[src/rtl/ram_dma.sv]
// ram_dma: byte-wide copy/fill DMA engine mastering port B of the work RAM.
// Define RAM_DMA_IRQ_EN to build the completion interrupt; otherwise irq is tied low.
module ram_dma #(
  parameter int AW = 14,
  parameter int DW = 8
) (
  input  logic          clk,
  input  logic          reset_n,
  input  logic          io_we,
  input  logic          io_re,
  input  logic [2:0]    io_ad,
  input  logic [7:0]    io_din,
  output logic [7:0]    io_dout,
  output logic [AW-1:0] mem_ad,
  output logic [DW-1:0] mem_dout,
  input  logic [DW-1:0] mem_din,
  output logic          mem_ce,
  output logic          mem_wr,
  output logic          busy,
  output logic          irq
);

  typedef enum logic [1:0] {IDLE, RD, WR, FIN} state_t;

  state_t        state;
  logic [AW-1:0] src, dst, len;
  logic [DW-1:0] fill, dout_q;
  logic          mode, done, aborted, pass;

  logic          ctrl_we, start, abort_req, last;
  logic [AW-1:0] src_inc, dst_inc, len_dec;
  logic [15:0]   src_w, dst_w, len_w;

  assign ctrl_we   = io_we && (io_ad == 3'd6);
  assign start     = ctrl_we && io_din[0];
  assign abort_req = ctrl_we && io_din[2];
  assign last      = (len == AW'(1));
  assign src_inc   = src + AW'(1);
  assign dst_inc   = dst + AW'(1);
  assign len_dec   = len - AW'(1);

  // Read data only arrives during the WR cycle, so a copy write forwards it
  // straight from mem_din; every other cycle drives the registered byte.
  assign mem_dout = pass ? mem_din : dout_q;

  always_ff @(posedge clk or negedge reset_n) begin
    if (!reset_n) begin
      state   <= IDLE;
      src     <= '0;
      dst     <= '0;
      len     <= '0;
      fill    <= '0;
      dout_q  <= '0;
      mode    <= 1'b0;
      done    <= 1'b0;
      aborted <= 1'b0;
      pass    <= 1'b0;
      busy    <= 1'b0;
      mem_ad  <= '0;
      mem_ce  <= 1'b0;
      mem_wr  <= 1'b0;
    end else begin
      if (io_we && !busy) begin
        case (io_ad)
          3'd0:    src[7:0]    <= io_din;
          3'd1:    src[AW-1:8] <= io_din[AW-9:0];
          3'd2:    dst[7:0]    <= io_din;
          3'd3:    dst[AW-1:8] <= io_din[AW-9:0];
          3'd4:    len[7:0]    <= io_din;
          3'd5:    len[AW-1:8] <= io_din[AW-9:0];
          3'd7:    fill        <= DW'(io_din);
          default: ;
        endcase
      end

      case (state)
        IDLE, FIN: begin
          state  <= IDLE;
          mem_ce <= 1'b0;
          mem_wr <= 1'b0;
          pass   <= 1'b0;
          if (start) begin
            aborted <= 1'b0;
            mode    <= io_din[1];
            if (len == '0) begin
              state <= FIN;
              done  <= 1'b1;
            end else begin
              done   <= 1'b0;
              busy   <= 1'b1;
              mem_ce <= 1'b1;
              if (io_din[1]) begin
                state  <= WR;
                mem_ad <= dst;
                mem_wr <= 1'b1;
                dout_q <= fill;
              end else begin
                state  <= RD;
                mem_ad <= src;
              end
            end
          end
        end

        RD: begin
          if (abort_req) begin
            state   <= FIN;
            busy    <= 1'b0;
            done    <= 1'b1;
            aborted <= 1'b1;
            mem_ce  <= 1'b0;
          end else begin
            state  <= WR;
            mem_ad <= dst;
            mem_wr <= 1'b1;
            pass   <= 1'b1;
          end
        end

        WR: begin
          if (!mode) src <= src_inc;
          dst <= dst_inc;
          len <= len_dec;
          if (last || abort_req) begin
            state   <= FIN;
            busy    <= 1'b0;
            done    <= 1'b1;
            aborted <= abort_req;
            mem_ce  <= 1'b0;
            mem_wr  <= 1'b0;
            pass    <= 1'b0;
          end else if (mode) begin
            mem_ad <= dst_inc;
          end else begin
            state  <= RD;
            mem_ad <= src_inc;
            mem_wr <= 1'b0;
            pass   <= 1'b0;
          end
        end

        default: state <= IDLE;
      endcase
    end
  end

  assign src_w = 16'(src);
  assign dst_w = 16'(dst);
  assign len_w = 16'(len);

  always_comb begin
    io_dout = '0;
    case (io_ad)
      3'd0: io_dout = src_w[7:0];
      3'd1: io_dout = src_w[15:8];
      3'd2: io_dout = dst_w[7:0];
      3'd3: io_dout = dst_w[15:8];
      3'd4: io_dout = len_w[7:0];
      3'd5: io_dout = len_w[15:8];
      3'd6: io_dout = {6'b0, mode, busy};
      3'd7: io_dout = {5'b0, aborted, done, busy};
      default: io_dout = '0;
    endcase
  end

`ifdef RAM_DMA_IRQ_EN
  logic fin_entry, irq_clr;

  always_comb begin
    fin_entry = 1'b0;
    case (state)
      IDLE, FIN: fin_entry = start && (len == '0);
      RD:        fin_entry = abort_req;
      WR:        fin_entry = last || abort_req;
      default:   fin_entry = 1'b0;
    endcase
  end

  assign irq_clr = (io_re && (io_ad == 3'd7)) || (ctrl_we && io_din[3]);

  always_ff @(posedge clk or negedge reset_n) begin
    if (!reset_n)       irq <= 1'b0;
    else if (fin_entry) irq <= 1'b1;
    else if (irq_clr)   irq <= 1'b0;
  end
`else
  logic unused_io_re;
  assign unused_io_re = io_re;
  assign irq = 1'b0;
`endif

endmodule
[config.mk]
export PLATFORM = sky130hd
export DESIGN_NAME = ram_dma
export DESIGN_NICKNAME = d
export VERILOG_FILES = /design/src/rtl/ram_dma.sv
export SDC_FILE = /design/constraint.sdc
export NUM_CORES = 1
export LEC_CHECK = 0
export BUFFER_PORTS_ARGS = -buffer_cell sky130_fd_sc_hd__buf_2
export CAP_MARGIN = 20
export CELL_PAD_IN_SITES_DETAIL_PLACEMENT = 2
export CELL_PAD_IN_SITES_GLOBAL_PLACEMENT = 2
export CORE_ASPECT_RATIO = 2
export CORE_MARGIN = 3
export CORE_UTILIZATION = 37
export DETAILED_ROUTE_END_ITERATION = 12
export PLACE_DENSITY_LB_ADDON = 0.1
export SETUP_SLACK_MARGIN = 0.15
export SKIP_CTS_REPAIR_TIMING = 1
export SLEW_MARGIN = 0
export SYNTH_ARGS = -nofsm -noshare
export SYNTH_HDL_FRONTEND = slang
export SYNTH_SLANG_ARGS = --single-unit
[constraint.sdc]
create_clock -name clk -period 2.5 [get_ports clk]
set_input_delay 0.25 -clock clk [delete_from_list [all_inputs] [get_ports clk]]
set_output_delay 0.25 -clock clk [all_outputs]
set_load 0.01 [all_outputs]
Yosys cells after proc, flatten, opt, wreduce, memory -nomap -nowiden:

Index checks and enable logic that the tools add are counted.

* bits of input ports: 23
* flip-flop bits (word level): 81

* bitwise operators: 1
* multiplexer cells: 53
* reductions and logical operators: 27
* equality and inequality tests: 18
* add/subtract/negate cells: 3

Operators by type and width (number)
* 14-bit 2-to-1 mux: 13
* 8-bit one-hot mux with 8 select lines: 1
* 14-bit one-hot mux with 3 select lines: 1
* 8-bit 2-to-1 mux: 4
* 14-bit by 1-bit adder with 14-bit output (second input constant): 2
* 1-bit 2-to-1 mux: 19
* 6-bit 2-to-1 mux: 3
* 1-bit one-hot mux with 3 select lines: 6
* 2-bit AND reduction: 8
* 14-bit by 1-bit == test with 1-bit output (second input constant): 1
* 14-bit zero test: 1
* 14-bit by 1-bit subtractor with 14-bit output (second input constant): 1
* 3-bit == test (second input constant): 4
* 2-bit != test (second input constant): 6
* 4-bit AND reduction: 3
* 2-bit 2-to-1 mux: 5
* 2-bit nonzero test: 5
* 3-bit by 2-bit == test with 1-bit output (second input constant): 2
* 2-bit one-hot mux with 3 select lines: 1
* 2-bit == test (second input constant): 2
* 1-bit logical AND: 4
* 3-bit by 1-bit == test with 1-bit output (second input constant): 1
* 3-bit zero test: 1
* 3-bit != test (second input constant): 1
* 7 further kinds: 7

Longest topological paths before layout:

* depth in word-level cells: 6
* gate-level depth with buffers: 9

Worst setup path before layout:

OpenSTA, ideal clock, no wires.

* path type: reg2reg
* start point: reg state[0]
* end point: reg src[12]
* data required time: 2.380 ns
* library setup time: 0.120 ns
* arrival time: 1.856 ns
* cell stages (with the launch flop): 10
* period minus slack after synthesis: 1.976 ns
* path slack: 0.524 ns
* buffers on the path: 3
* cell sequence: dfrtp_1 -> inv_1 -> ha_1 -> clkbuf_1 -> nor2b_1 -> clkbuf_1 -> clkbuf_1 -> nand2_1 -> o22ai_1 -> nor2_1

* longest elaborated chain between the ends: 2

Ends and longest elaborated chain
* start, declared: RTL line 25 `state_t state;`
* start signal, assigned: RTL line 48 `state <= IDLE;`
* start signal, assigned: RTL line 78 `state <= IDLE;`
* start signal, assigned: RTL line 86 `state <= FIN;`
* 2-bit == test: RTL line 76 `case (state)`
* 14-bit 2-to-1 mux: RTL line 76
* end signal, assigned by index: RTL line 66 `3'd1: src[AW-1:8] <= io_din[AW-9:0];`
* end signal, assigned: RTL line 121 `if (!mode) src <= src_inc;`
* end, declared: RTL line 26 `logic [AW-1:0] src, dst, len;`

Every way passes these cells.
A chain may end at the register's enable or synchronous reset.

Worst setup path in the final report:

* start point: reg len[0]
* end point: reg mem_ad[2]

* longest elaborated chain between the ends: 4

Ends and longest elaborated chain
* start, declared: RTL line 26
* start signal, assigned: RTL line 69 `3'd4: len[7:0] <= io_din;`
* start signal, assigned by index: RTL line 70 `3'd5: len[AW-1:8] <= io_din[AW-9:0];`
* start signal, assigned: RTL line 123 `len <= len_dec;`
* 14-bit by 1-bit == test with 1-bit output: RTL line 37 `assign last = (len == AW'(1));`
* 1-bit logical OR: RTL line 124 `if (last || abort_req) begin`
* 2-bit != test (no source line)
* 4-bit AND reduction (no source line) (*)
* end signal, assigned: RTL line 114 `mem_ad <= dst;`
* end signal, assigned: RTL line 133 `mem_ad <= dst_inc;`
* end signal, assigned: RTL line 136 `mem_ad <= src_inc;`
* end, declared: RTL line 14 `output logic [AW-1:0] mem_ad,`

Mark *: on every way between the ends. The rest lies on a longest branch, timed or not.

==> impl_results.md <==
* Status: finished clean
* CTS tree: yes
* First-pass GRT wire length at 36960 um
* Syn avg cell area at 8.908 um2
* H-tree Lvls at 3
* Vias in the first global route at 6121
* Placer Congestion at 0.9000
* Worst Hold Class: in2reg
* Tot GR Track Use at 29.15%
* Leading cell type by number of instances after synthesis: dfrtp_1
* Vias per inst at 6.159
* Main synth FF type: dfrtp_1
* Die width at 94.05 um
* Worst-Margin Slew at 0.6928 ns
* Final Max Tran Viols at 0
* Leakage at 2.895 nW
* Clock Skew at 0.007902 ns
* CP max-delay cell: dfrtp_1
* Critical path class: reg2reg
* CTS clk-pin slew, worst paths at 0.07 ns
* Slowest stage delay, CP at 0.45 ns
* Post-layout util at 44.85%
* Critical Path Sink Type: flip-flop
* Die Area at 17130 um2
* Crit Path Max Fanout at 12
* Final Cycle Share at 89.03%
* Ys async rst share at 100.0%
* Crit path buf inv count at 2
* Dpl ws at 0.1911 ns
* Post-Synth Simple-Gate Area at 19.13%
* Post-Syn Instances at 644
* Syn. warnings at 0
* Drc violations at 0
* Slew margin rel. at 53.33%
* Chip Height at 182.1 um
* Grt ovf at 0
* Adder-Cell Fraction of Synth Area at 1.527%
* Core Footprint at 14980 um2
* Unrepaired setup endpoints after global routing: false
* Largest family of logic cells by synthesized area: simple AND/OR/NAND/NOR gates
* Top cell type by total area after synthesis: dfrtp_1
* Detailed-route via count at 5568
* Min Tclk post-route at 2.226 ns
* Initial DRC Count at 285
* Largest net degree at the start of global routing at 46
* Total placed cells including tap cells at 885
* Antenna Cells at 0
* Non-Filler Instances at 904
* Total clock sinks at 81
* Initial antenna violation count at 0
* Post-DP HPWL at 17870 um
* Max VDD drop at 463.8 uV
* WP data arrival at 2.47 ns
* Count of cell types in the netlist at 71
* Layout Area Growth over Synthesis at 17.10%
* Compound-Gate Fraction of Synth Area at 18.04%
* Max cap viols at 0
* Syn_nets at 674
* Routed len/inst at 26.72 um
* Site row count at 63
* Initial Util at 38.30%
* Ports at 57
* EDFF count, synth at 0
* Largest delay share family, worst path: simple AND/OR/NAND/NOR gates
* Final hold slack at 0.3008 ns
* Yosys reg bits at 81
* Cell Pwr Density at 916.6 nW/um2
* Synth top cells by count: dfrtp_1, nand2_1, nor2_1
* Port bufs at 54
* Xor-xnor portion of the synthesized cell area at 3.817%
* Mux cell area share after synthesis at 17.10%
* Root buffer cell: clkbuf_16
* Mapped cell area at 5737 um2
* DR pass1 iterations at 4
* Drt total wl at 24160 um
* Share of layout cells above drive strength 1 at 27.22%
* Setup violators final at 0
* Final hold vios at 0
* Startpoint class of the critical path: flip-flop
* Clk_lat worst skew at 0.36 ns
* Post-route ant nets at 0
* Clock Path Buffers at 2
* Layout Nets at 734
* Setup tns final at 0 ns
* Crit path cell chain: inv_1 -> ha_1 -> nor3b_1 -> nand4_2 -> a21oi_2 -> nor2_2 -> buf_4 -> mux2_4
* Sequential area share after synthesis at 35.33%
* Cts bufs inserted at 9
* Fmax at 0.4493 GHz
* Worst EP required at 2.74 ns
* Share of the synthesized area in the top cell type at 35.33%
* Main area contributors after synthesis: dfrtp_1, mux2_2, a21oi_1
* Setup slack after layout at 0.2744 ns
power breakdown:
group / internal, mW / total [mW] / switching, mW
Sequential: 1.75 / 2.42 / 0.666
Clock: 0.712 / 1.34 / 0.630
Combinational: 1.10 / 2.40 / 1.30
Total: 3.56 / 6.16 / 2.60
state kept, by name, indices dropped and copies added (netlist names):
name,count
aborted,1
busy,1
done,1
dout_q,8
dst,14
fill,8
len,14
mem_ad,14
mem_ce,1
mem_wr,1
mode,1
pass,1
src,14
state,2
final cells by class:
type                            instances  area (um2)
Clock buffer                           10       239.0
Tap cell                              195       244.0
Sequential cell                        81        2027
Inverter                               15       56.30
Fill cell                            1712        8259
Clock inverter                          6       50.05
Timing Repair Buffer                  103       671.9
Multi-Input combinational cell        494        3430
cells by family after synthesis:
kind of cell / after synthesis
AND/OR/NAND/NOR: 213
AO/OA/AOI/OAI: 163
multiplexers: 85
flip-flops: 81
buffers and inverters: 69
XOR/XNOR: 25
adder cells (fa/ha/maj): 7
other: 1
worst reg2reg max path: cells and delay by family, from the launching register on:
family | cells | cell delay (ns)
buf+inv | 2 | 0.33
flops | 1 | 0.45
compound gates | 1 | 0.30
simple gates | 3 | 0.57
fa+ha+maj | 1 | 0.14
mux | 1 | 0.32
cell usage in the layout (no fill, tap or decap), types with 5 or more instances in the layout:
cell / synthesis / layout
dfrtp_1: 81 / 81
nor2_1: 57 / 57
buf_2: 12 / 53
xnor2_1: 16 / 16
buf_4: 1 / 46
nor4_1: 8 / 7
xor2_1: 9 / 9
nand2_1: 58 / 58
nor3_1: 12 / 12
o21ai_0: 41 / 41
a21oi_1: 55 / 55
a31oi_1: 7 / 7
nor3b_1: 5 / 5
nand2b_1: 7 / 7
mux2i_1: 26 / 26
nor2b_1: 9 / 9
ha_1: 7 / 7
mux2_2: 48 / 48
and3_1: 5 / 5
or3_1: 5 / 5
mux2_4: 9 / 9
a41oi_1: 5 / 5
clkbuf_16: 0 / 9
nand3_1: 15 / 15
nand4_1: 8 / 8
inv_1: 13 / 13
o22ai_1: 5 / 5
final timing paths:
kind,startpoint,to,slack (ns),cells past startpoint
max in group asynchronous,reset_n,len[13]$_DFFE_PN0P_,1.35,3
worst min register to register,fill[6]$_DFFE_PN0P_,fill[6]$_DFFE_PN0P_,0.51,1
worst min-delay path,io_din[6],src[6]$_DFF_PN0_,0.30,3
worst max-delay path,len[0]$_DFFE_PN0P_,mem_ad[2]$_DFFE_PN0P_,0.27,8
worst max register to register,len[0]$_DFFE_PN0P_,mem_ad[2]$_DFFE_PN0P_,0.27,8
min in group asynchronous,reset_n,len[2]$_DFFE_PN0P_,0.49,2
metal layers:
layer | GRT usage, % | vias to the layer above | part of all wire (%)
li1 | - | 2460 | -
met1 | 30.85 | 2872 | 35
met2 | 53.20 | 171 | 54
met3 | 2.805 | 65 | 2.9
met4 | 18.92 | 0 | 7.3
met5 | 0 | - | 0
metrics by stage:
stage                     power, mW  cell area [um2]
final                         6.157             6718
after global routing          6.520             6718
after CTS                     6.189             6683
after detailed placement      4.794             6394
after global placement        4.629             6394
after floorplan               3.742             5737
Power figures use the tool's default switching activity.
